<file path="config.mk">
export PLATFORM = sky130hd
export DESIGN_NAME = ex_stage
export DESIGN_NICKNAME = d
export VERILOG_FILES = /design/src/rtl/ex_pkg.sv /design/src/rtl/muldiv_iter.sv /design/src/rtl/ex_stage.sv
export SDC_FILE = /design/constraint.sdc
export NUM_CORES = 2
export LEC_CHECK = 0
export CAP_MARGIN = 40
export CORE_ASPECT_RATIO = 0.75
export CORE_MARGIN = 1
export CORE_UTILIZATION = 47
export DETAILED_ROUTE_END_ITERATION = 8
export PLACE_DENSITY = 0.72
export SKIP_LAST_GASP = 1
export SYNTH_ARGS = -nofsm -noshare
export SYNTH_HDL_FRONTEND = slang
export SYNTH_SLANG_ARGS = --single-unit
</file>
<file path="constraint.sdc">
create_clock -name clk -period 11.4 [get_ports clk]
set_input_delay 1.71 -clock clk [delete_from_list [all_inputs] [get_ports clk]]
set_output_delay 1.71 -clock clk [all_outputs]
set_load 0.1 [all_outputs]
</file>
<file path="src/rtl/ex_pkg.sv">
// Shared definitions for the execute stage: ALU op codes, forwarding selects,
// and the multiply/divide sequencer state type.
package ex_pkg;

  localparam logic [3:0] ALU_ADD   = 4'd0;
  localparam logic [3:0] ALU_SUB   = 4'd1;
  localparam logic [3:0] ALU_AND   = 4'd2;
  localparam logic [3:0] ALU_OR    = 4'd3;
  localparam logic [3:0] ALU_XOR   = 4'd4;
  localparam logic [3:0] ALU_SLL   = 4'd5;
  localparam logic [3:0] ALU_SRL   = 4'd6;
  localparam logic [3:0] ALU_SRA   = 4'd7;
  localparam logic [3:0] ALU_SLT   = 4'd8;
  localparam logic [3:0] ALU_SLTU  = 4'd9;
  localparam logic [3:0] ALU_MUL   = 4'd10;
  localparam logic [3:0] ALU_MULHU = 4'd11;
  localparam logic [3:0] ALU_DIV   = 4'd12;
  localparam logic [3:0] ALU_DIVU  = 4'd13;
  localparam logic [3:0] ALU_REM   = 4'd14;
  localparam logic [3:0] ALU_REMU  = 4'd15;

  localparam logic [1:0] FWD_IDEX  = 2'd0;
  localparam logic [1:0] FWD_EXMEM = 2'd1;
  localparam logic [1:0] FWD_WB    = 2'd2;
  localparam logic [1:0] FWD_RSVD  = 2'd3;

  typedef enum logic [1:0] {MdIdle, MdRun, MdDone} md_state_t;

  // Codes 10..15 are the iterative multiply/divide group.
  function automatic logic is_md_op(logic [3:0] op);
    return op[3] & (op[2] | op[1]);
  endfunction

endpackage

</file>
<file path="src/rtl/muldiv_iter.sv">
// Iterative multiply/divide unit: one bit per cycle shift-add multiply and
// restoring divide on magnitudes, sign fix-up applied when the result is read.
module muldiv_iter
  import ex_pkg::*;
#(
  parameter int unsigned XLEN     = 32,
  parameter int unsigned MD_STEPS = XLEN
) (
  input  logic            clk,
  input  logic            reset,
  input  logic            start,
  input  logic            kill,
  input  logic            hold,
  input  logic [3:0]      op,
  input  logic [XLEN-1:0] a,
  input  logic [XLEN-1:0] b,
  output logic            busy,
  output logic            done,
  output logic [XLEN-1:0] result
);

  localparam int unsigned CntW = $clog2(MD_STEPS);

  md_state_t       state_q;
  logic [CntW-1:0] cnt_q;
  logic [XLEN-1:0] acc_q;   // product high half / partial remainder
  logic [XLEN-1:0] lo_q;    // multiplier / dividend shifting into quotient
  logic [XLEN-1:0] opnd_q;  // multiplicand / divisor
  logic [3:0]      op_q;
  logic            mul_q, q_neg_q, r_neg_q;

  logic            start_mul, start_signed, a_neg, b_neg;
  logic [XLEN-1:0] a_abs, b_abs, div_diff;
  logic [XLEN:0]   mul_sum, div_shift;
  logic            div_ge;

  assign start_mul    = (op == ALU_MUL) | (op == ALU_MULHU);
  assign start_signed = (op == ALU_DIV) | (op == ALU_REM);
  assign a_neg        = start_signed & a[XLEN-1];
  assign b_neg        = start_signed & b[XLEN-1];
  assign a_abs        = a_neg ? -a : a;
  assign b_abs        = b_neg ? -b : b;

  assign mul_sum   = {1'b0, acc_q} + (lo_q[0] ? {1'b0, opnd_q} : '0);
  assign div_shift = {acc_q, lo_q[XLEN-1]};
  assign div_ge    = div_shift >= {1'b0, opnd_q};
  // Remainder stays below the divisor, so the low XLEN bits hold the full difference.
  assign div_diff  = div_shift[XLEN-1:0] - opnd_q;

  // Sequencer: latch operands, iterate MD_STEPS times, hold result until released.
  always_ff @(posedge clk or posedge reset) begin
    if (reset) begin
      state_q <= MdIdle;
      cnt_q   <= '0;
      acc_q   <= '0;
      lo_q    <= '0;
      opnd_q  <= '0;
      op_q    <= ALU_ADD;
      mul_q   <= 1'b0;
      q_neg_q <= 1'b0;
      r_neg_q <= 1'b0;
    end else begin
      unique case (state_q)
        MdIdle: begin
          if (start && !kill) begin
            state_q <= MdRun;
            cnt_q   <= '0;
            op_q    <= op;
            mul_q   <= start_mul;
            acc_q   <= '0;
            lo_q    <= start_mul ? b : a_abs;
            opnd_q  <= start_mul ? a : b_abs;
            // Divide by zero returns all ones regardless of signs.
            q_neg_q <= (a_neg ^ b_neg) & (b != '0);
            r_neg_q <= a_neg;
          end
        end
        MdRun: begin
          if (kill) begin
            state_q <= MdIdle;
          end else begin
            if (mul_q) begin
              acc_q <= mul_sum[XLEN:1];
              lo_q  <= {mul_sum[0], lo_q[XLEN-1:1]};
            end else begin
              acc_q <= div_ge ? div_diff : div_shift[XLEN-1:0];
              lo_q  <= {lo_q[XLEN-2:0], div_ge};
            end
            cnt_q <= cnt_q + 1'b1;
            if (cnt_q == CntW'(MD_STEPS - 1)) state_q <= MdDone;
          end
        end
        MdDone: begin
          if (kill || !hold) state_q <= MdIdle;
        end
        default: state_q <= MdIdle;
      endcase
    end
  end

  // Busy covers the issue cycle and every iteration; a kill drops it at once.
  always_comb begin
    busy = !kill && (((state_q == MdIdle) && start) || (state_q == MdRun));
    done = (state_q == MdDone);
  end

  // Result select with sign correction of the magnitude result.
  always_comb begin
    result = '0;
    case (op_q)
      ALU_MUL:           result = lo_q;
      ALU_MULHU:         result = acc_q;
      ALU_DIV, ALU_DIVU: result = q_neg_q ? -lo_q : lo_q;
      default:           result = r_neg_q ? -acc_q : acc_q;
    endcase
  end

endmodule

</file>
<file path="src/rtl/ex_stage.sv">
// Execute stage: operand forwarding, single-cycle ALU, branch/jump resolution,
// and the iterative multiply/divide unit that stalls upstream while busy.
module ex_stage
  import ex_pkg::*;
#(
  parameter int unsigned XLEN     = 32,
  parameter int unsigned MD_STEPS = XLEN
) (
  input  logic            clk,
  input  logic            reset,
  input  logic [XLEN-1:0] pc_in,
  input  logic [XLEN-1:0] rs1_data_in,
  input  logic [XLEN-1:0] rs2_data_in,
  input  logic [XLEN-1:0] imm_in,
  input  logic [3:0]      alu_op_in,
  input  logic            alu_src_in,
  input  logic            branch_in,
  input  logic            br_inv_in,
  input  logic            jump_in,
  input  logic [1:0]      fwd_a_sel,
  input  logic [1:0]      fwd_b_sel,
  input  logic [XLEN-1:0] exmem_result,
  input  logic [XLEN-1:0] wb_result,
  input  logic            ex_hold,
  input  logic            ex_kill,
  output logic [XLEN-1:0] alu_result,
  output logic [XLEN-1:0] store_data,
  output logic            redirect,
  output logic [XLEN-1:0] redirect_pc,
  output logic            ex_busy
);

  logic [XLEN-1:0] op_a, rs2_fwd, op_b, alu_out, md_result, br_target;
  logic            br_cond, br_valid, md_busy, md_done, md_op;

  // Forwarding muxes; the reserved select yields zero.
  always_comb begin
    case (fwd_a_sel)
      FWD_IDEX:  op_a = rs1_data_in;
      FWD_EXMEM: op_a = exmem_result;
      FWD_WB:    op_a = wb_result;
      default:   op_a = '0;
    endcase
    case (fwd_b_sel)
      FWD_IDEX:  rs2_fwd = rs2_data_in;
      FWD_EXMEM: rs2_fwd = exmem_result;
      FWD_WB:    rs2_fwd = wb_result;
      default:   rs2_fwd = '0;
    endcase
  end

  assign op_b       = alu_src_in ? imm_in : rs2_fwd;
  assign store_data = rs2_fwd;
  assign md_op      = is_md_op(alu_op_in);

  // Single-cycle ALU for codes 0..9.
  always_comb begin
    alu_out = '0;
    case (alu_op_in)
      ALU_ADD:  alu_out = op_a + op_b;
      ALU_SUB:  alu_out = op_a - op_b;
      ALU_AND:  alu_out = op_a & op_b;
      ALU_OR:   alu_out = op_a | op_b;
      ALU_XOR:  alu_out = op_a ^ op_b;
      ALU_SLL:  alu_out = op_a << op_b[4:0];
      ALU_SRL:  alu_out = op_a >> op_b[4:0];
      ALU_SRA:  alu_out = $signed(op_a) >>> op_b[4:0];
      ALU_SLT:  alu_out = {{(XLEN-1){1'b0}}, $signed(op_a) < $signed(op_b)};
      ALU_SLTU: alu_out = {{(XLEN-1){1'b0}}, op_a < op_b};
      default:  alu_out = '0;
    endcase
  end

  // Branch condition; only SUB/SLT/SLTU encode a compare.
  always_comb begin
    br_cond  = 1'b0;
    br_valid = 1'b1;
    case (alu_op_in)
      ALU_SUB:  br_cond = (op_a == op_b);
      ALU_SLT:  br_cond = $signed(op_a) < $signed(op_b);
      ALU_SLTU: br_cond = (op_a < op_b);
      default:  br_valid = 1'b0;
    endcase
  end

  // Redirect target and result muxing; JALR clears bit 0.
  always_comb begin
    br_target   = pc_in + imm_in;
    redirect_pc = (jump_in && alu_src_in) ? ((op_a + imm_in) & ~XLEN'(1)) : br_target;
    redirect    = !ex_kill && (jump_in || (branch_in && br_valid && (br_cond ^ br_inv_in)));
    if (jump_in)    alu_result = pc_in + XLEN'(4);
    else if (md_op) alu_result = md_done ? md_result : '0;
    else            alu_result = alu_out;
  end

  assign ex_busy = md_busy;

  muldiv_iter #(
    .XLEN     (XLEN),
    .MD_STEPS (MD_STEPS)
  ) u_muldiv (
    .clk    (clk),
    .reset  (reset),
    .start  (md_op),
    .kill   (ex_kill),
    .hold   (ex_hold),
    .op     (alu_op_in),
    .a      (op_a),
    .b      (op_b),
    .busy   (md_busy),
    .done   (md_done),
    .result (md_result)
  );

endmodule
</file>
# Word-level counts from Yosys, hierarchy flattened
# Index checks and enable logic that the tools add are counted.
# word_totals
reg_bits	110
inputBits	208
output_inout_bits	98
word_cells	126
# op_classes
n_addsub	12
order_cmp	3
eq_ne	29
shifts	3
n_mux	35
bitwise	12
n_reduce_logical	23
# op_table
op	count
two-way mux 32 bit	19
case mux 32 bit (10 select lines)	1
case mux 32 bit (3 select lines)	3
negation 32 bit	4
case mux 32 bit (2 select lines)	2
adder 32 bit	3
< comparator 32 bit	2
subtractor 32 bit	2
== test 4 bit, second input constant	10
adder 32 x 33 -> 33 bit	1
>= comparator 33 x 32 -> 1 bit	1
adder 32 x 3 -> 32 bit, second input constant	1
AND 32 bit	1
== test 32 bit	1
OR 32 bit	1
nonzero test 32 bit	1
left shift 32 x 5 -> 32 bit	1
>> shifter 32 x 5 -> 32 bit	1
>>> shifter 32 x 5 -> 32 bit	1
XOR 32 bit	1
== test 4 x 3 -> 1 bit, second input constant	4
two-way mux 5 bit	2
case mux 5 bit (2 select lines)	1
== test 4 x 2 -> 1 bit, second input constant	2
25 further kinds	51

# Logic depth before layout (Yosys ltp)
# logic_depth
word_depth	9
ltp_mapped	21
depth_no_buf	16

# Modules after synthesis
# A second synthesis with hierarchy kept.
# hier_totals
hier_cells	3966
hier_area_um2	27306.2
# by_module_without_submodules
mod	n_inst	cells_each	area_per_inst_um2	seq_area_each_um2
ex_stage	1	2209	14620.3	0.0
muldiv_iter	1	1757	12685.9	2752.6

# Least setup slack after synthesis
# Ideal clock, no wire load.
# synth_timing
kind	input -> output
start	input fwd_b_sel[1]
end	output alu_result[30]
t_arrival_ns	9.219
required_ns	9.690
setup_slack_ns	0.471
cell_stages	18
path_buffers	4
cell_sequence	buf_6 > buf_6 > buf_4 > mux2i_1 > o21ai_0 > mux2i_1 > ha_1 > clkbuf_1 > inv_1 > o31ai_1 > nor4_1 > o31a_1 > o22ai_1 > o41ai_1 > o31ai_1 > mux2i_1 > nand2_1 > a32oi_1
# synth_between
elab_chain_cells	7
elab_cells_between_ends	16
classes_between	2 x add/sub; 2 x eq/ne; 3 x shift; 5 x mux; 3 x bitwise; 1 x reduce/logical
# synth_rtl
element	line	source
from (decl)	ex_stage.sv:21	input logic [1:0] fwd_b_sel,
== test 2 bit (tied with other cells)	ex_stage.sv:44	case (fwd_b_sel)
case mux 32 bit (3 select lines) (*)	ex_stage.sv:44	
net store_data[17]	ex_stage.sv:27	output logic [XLEN-1:0] store_data,
two-way mux 32 bit (*)	ex_stage.sv:52	assign op_b = alu_src_in ? imm_in : rs2_fwd;
subtractor 32 bit or adder 32 bit (tied branches)	ex_stage.sv:61, ex_stage.sv:60	
case mux 32 bit (10 select lines) (*)	ex_stage.sv:59	case (alu_op_in)
two-way mux 32 bit (*)	ex_stage.sv:92	else if (md_op) alu_result = md_done ? md_result : '0;
two-way mux 32 bit (*)	ex_stage.sv:91	if (jump_in) alu_result = pc_in + XLEN'(4);
to (decl)	ex_stage.sv:26	output logic [XLEN-1:0] alu_result,
# Mark *: on every way through the listed nets, which the timed path passes. The rest lies on a longest branch.

# Final worst setup path
# layout_timing
start	input fwd_b_sel[0]
end	output alu_result[0]
# layout_between
elab_chain_cells	7
elab_cells_between_ends	18
classes_between	2 x add/sub; 2 x order compare; 2 x eq/ne; 3 x shift; 5 x mux; 3 x bitwise; 1 x reduce/logical
# layout_rtl
element	line	source
== test 2 bit (tied with other cells)	ex_stage.sv:44	
case mux 32 bit (3 select lines) (*)	ex_stage.sv:44	
two-way mux 32 bit (*)	ex_stage.sv:52	
subtractor 32 bit (tied with other cells)	ex_stage.sv:61	ALU_SUB: alu_out = op_a - op_b;
case mux 32 bit (10 select lines) (*)	ex_stage.sv:59	
two-way mux 32 bit (*)	ex_stage.sv:92	
two-way mux 32 bit (*)	ex_stage.sv:91	
# Every way passes the cells marked *; elsewhere a longest branch is shown, timed or not.

==> results.json <==
{
  "status": "finished clean",
  "syn_inst": 3905,
  "async_reset_ff_share_pct": 100.0,
  "clk_pin_slew_ns": 0.07,
  "start_kind": "input pin",
  "swShare_pct": 57.82,
  "postCtsHoldBufs": 0,
  "setup_viol": 0,
  "finalPower_mw": 5.001,
  "power_frac_seq_pct": 14.4,
  "numCtsBuffers": 9,
  "initial_core_util_pct": 47.59,
  "finalSetupTns_ns": 0,
  "grt-ovfl-total": 0,
  "fmax_mhz": 101.2,
  "endpoint_kind": "primary output",
  "drt_iter0_drc": 5542,
  "grt_pass1_wl_um": 206000,
  "p_int_mw": 2.110,
  "ys.flop_type": "dfrtp_1",
  "place.gp.congestion": 1.108,
  "cts_root_buf": "clkbuf_16",
  "viasPerCell": 6.953,
  "min_period_over_period_pct": 86.72,
  "core_um2": 57440,
  "cap_violations": 0,
  "antenna_found_initial": 8,
  "utilization_pct": 57.29,
  "cp.required_ns": 9.69,
  "drcViolationCount": 0,
  "dieArea_um2": 59140,
  "synthTopCellsByArea": "ha_1, dfrtp_1, mux2i_1, a21oi_1, o21ai_0",
  "grt_usage_pct": 46.52,
  "path_max_fanout": 37,
  "clock_path_buffers": 2,
  "synth-edff-count": 0,
  "die_x_um": 280.5,
  "fp-row-count": 76,
  "power_density_nw_per_um2": 152.0,
  "drive_gt1_share_pct": 8.562,
  "cts-resized-gates": 0,
  "post_drt_wl_per_cell_um": 29.18,
  "first_pass_iters": 7,
  "layout_setup_ws_ns": 1.514,
  "area_delta_synth_final_pct": 20.37,
  "grt_max_degree": 67,
  "cp.arrival_ns": 8.18,
  "grt_pass1_vias": 30380,
  "synth.yosys.seq_area_share_pct": 10.07,
  "ios": 306,
  "portBuffers": 305,
  "ys_ff_latch": 110,
  "yosys_warnings": 0,
  "cts_tree": "done",
  "switchingPower_mw": 2.892,
  "fin_skew_ns": 0.01003,
  "clock-sinks": 110,
  "grtUsageMet3_pct": 14.28,
  "layout.nets": 4563,
  "hold_path.class": "reg2reg",
  "syn_nets": 4350,
  "cts_setup_buffers": 0,
  "maxSlewHeadroom_pct": 28.41,
  "vias": 34130,
  "ir_drop_uv": 116.6,
  "wl_um": 143300,
  "synth_cell_types": 108,
  "dp_hpwl_um": 114200,
  "synthTopCellsByCount": "nand2_1, a21oi_1, o21ai_0, nor2_1, ha_1",
  "synth.most_common_cell": "nand2_1",
  "syn-cell-area_um2": 27330,
  "met2_usage_pct": 64.59,
  "p_leak_nw": 13.60,
  "placed_cells": 4884,
  "insertion_delay_ns": 0.38,
  "post-route-min-period_ns": 9.886,
  "drtAntennaViolNets": 0,
  "synth_top_cell_area_share_pct": 10.57,
  "worst_pin_slew_ns": 1.063,
  "htreeDepth": 3,
  "grt_setup_unrepaired": "no",
  "syn_area_per_cell_um2": 7.000,
  "fin_cells": 4909,
  "clkPwrFrac_pct": 6.9,
  "path_class": "in2out",
  "grt_use_met1_pct": 65.36,
  "top_usage_layer": "met1",
  "fp.dieH_um": 210.9,
  "hold_violations": 0,
  "finalMaxSlewViolations": 0,
  "dp_slack_ns": 1.990,
  "p_comb_share_pct": 78.6,
  "yosysTopAreaCell": "ha_1"
}
[per-layer routing]
metal | vias to the layer above | wire length (µm) | share of wire (%)
met4 | 4 | 7166 | 5.0
met3 | 444 | 19990 | 14
met2 | 2556 | 56810 | 40
li1 | 15050 | - | -
met1 | 16070 | 59270 | 41
met5 | - | 26 | 0.018
[flip-flops by register name, indices dropped and copies added (netlist names)]
signal and cells:
u_muldiv.acc_q 32, u_muldiv.lo_q 32, u_muldiv.opnd_q 32, u_muldiv.cnt_q 5, u_muldiv.op_q 4, u_muldiv.state_q 2, u_muldiv.mul_q 1, u_muldiv.q_neg_q 1
u_muldiv.r_neg_q 1
[power by group through the flow]
stage               Combinational [mW]  Sequential, mW  Clock [mW]
global route                      4.15           0.738       0.367
global placement                  3.58           0.716           0
detailed placement                3.77           0.716           0
finish                            3.93           0.723       0.346
floorplan                         2.64           0.622           0
CTS                               3.79           0.710       0.349
[cell families after synthesis]
kind of cell    Yosys count  share of synthesized area (%)
xor+xnor                211                          6.761
fa+ha+maj               237                          11.01
buf+inv                 434                          6.601
simple gates           1158                          19.71
mux                     235                          8.757
flops                   110                          10.07
compound gates         1520                          37.09
[cell type report]
class,count,area (µm²)
clock inverters,6,70.07
flip-flops and latches,110,2754
fillers,5592,24530
repair buffers,472,5384
clock buffers,10,239.0
diodes,6,15.01
well taps,780,975.9
inverters,164,620.6
multi-input cells,3361,22840
[per-stage QoR]
step | hold WS (ns) | area (µm²)
2_1_floorplan | 0.4485 | 27330
3_3_place_gp | 0.4709 | 30980
3_5_place_dp | 0.4739 | 32560
4_1_cts | 0.4917 | 32870
5_1_grt | 0.5222 | 32890
6_report | 0.4880 | 32900
[cell usage in the layout (no fill, tap or decap), types with 18 or more instances in the layout]
| cell type | n |
|---|---|
| buf_4 | 111 |
| dfrtp_1 | 109 |
| nand2_1 | 408 |
| nor3_1 | 66 |
| o21ai_0 | 377 |
| and2_1 | 18 |
| mux2_2 | 20 |
| nand4_1 | 31 |
| o21bai_1 | 31 |
| o21a_1 | 36 |
| nor2_1 | 319 |
| o22ai_1 | 29 |
| xor2_1 | 69 |
| a211oi_1 | 56 |
| a22oi_1 | 29 |
| a21oi_1 | 386 |
| a21o_1 | 68 |
| inv_1 | 139 |
| or3_1 | 29 |
| nor2b_1 | 27 |
| buf_16 | 37 |
| a221oi_1 | 36 |
| xnor2_1 | 142 |
| o21ai_1 | 19 |
| o221ai_1 | 38 |
| a32oi_1 | 18 |
| nand3_1 | 88 |
| clkdlybuf4s50_1 | 269 |
| o31ai_1 | 46 |
| buf_8 | 31 |
| o211ai_1 | 60 |
| ha_1 | 231 |
| mux2i_1 | 210 |
| a31oi_1 | 46 |
| and3_1 | 28 |
| a221o_1 | 21 |
| nand2b_1 | 43 |
[critical path: stages]
cell             delay [ns]
clkdlybuf4s50_1        0.46
buf_4                  0.41
nor2b_2                0.48
buf_8                  0.23
nand2_1                0.06
o21ai_0                0.17
o21ai_0                0.38
ha_1                   0.61
nor3_1                 0.17
clkbuf_2               0.19
nand2_1                0.08
nand2_1                0.20
nor3_1                 0.68
o21ai_1                0.28
a221o_1                0.43
a21boi_1               0.50
o211a_1                0.25
o21a_1                 0.32
o32a_1                 0.32
buf_12                 0.21
[final timing paths]
check	start	end	slack, ns	depth (start not counted)
setup / recovery	fwd_b_sel[0]	alu_result[0]	1.51	20
hold / removal	u_muldiv.opnd_q[23]$_DFFE_PP0P_	u_muldiv.opnd_q[23]$_DFFE_PP0P_	0.49	2
setup reg to reg	u_muldiv.lo_q[0]$_DFFE_PP0P_	u_muldiv.acc_q[29]$_DFFE_PP0P_	6.71	15
hold reg to reg	u_muldiv.opnd_q[23]$_DFFE_PP0P_	u_muldiv.opnd_q[23]$_DFFE_PP0P_	0.49	2
max in group asynchronous	reset	u_muldiv.op_q[3]$_DFFE_PP0P_	8.49	4
min in group asynchronous	reset	u_muldiv.acc_q[7]$_DFFE_PP0P_	1.74	2
(Power assumes the default switching activity.)
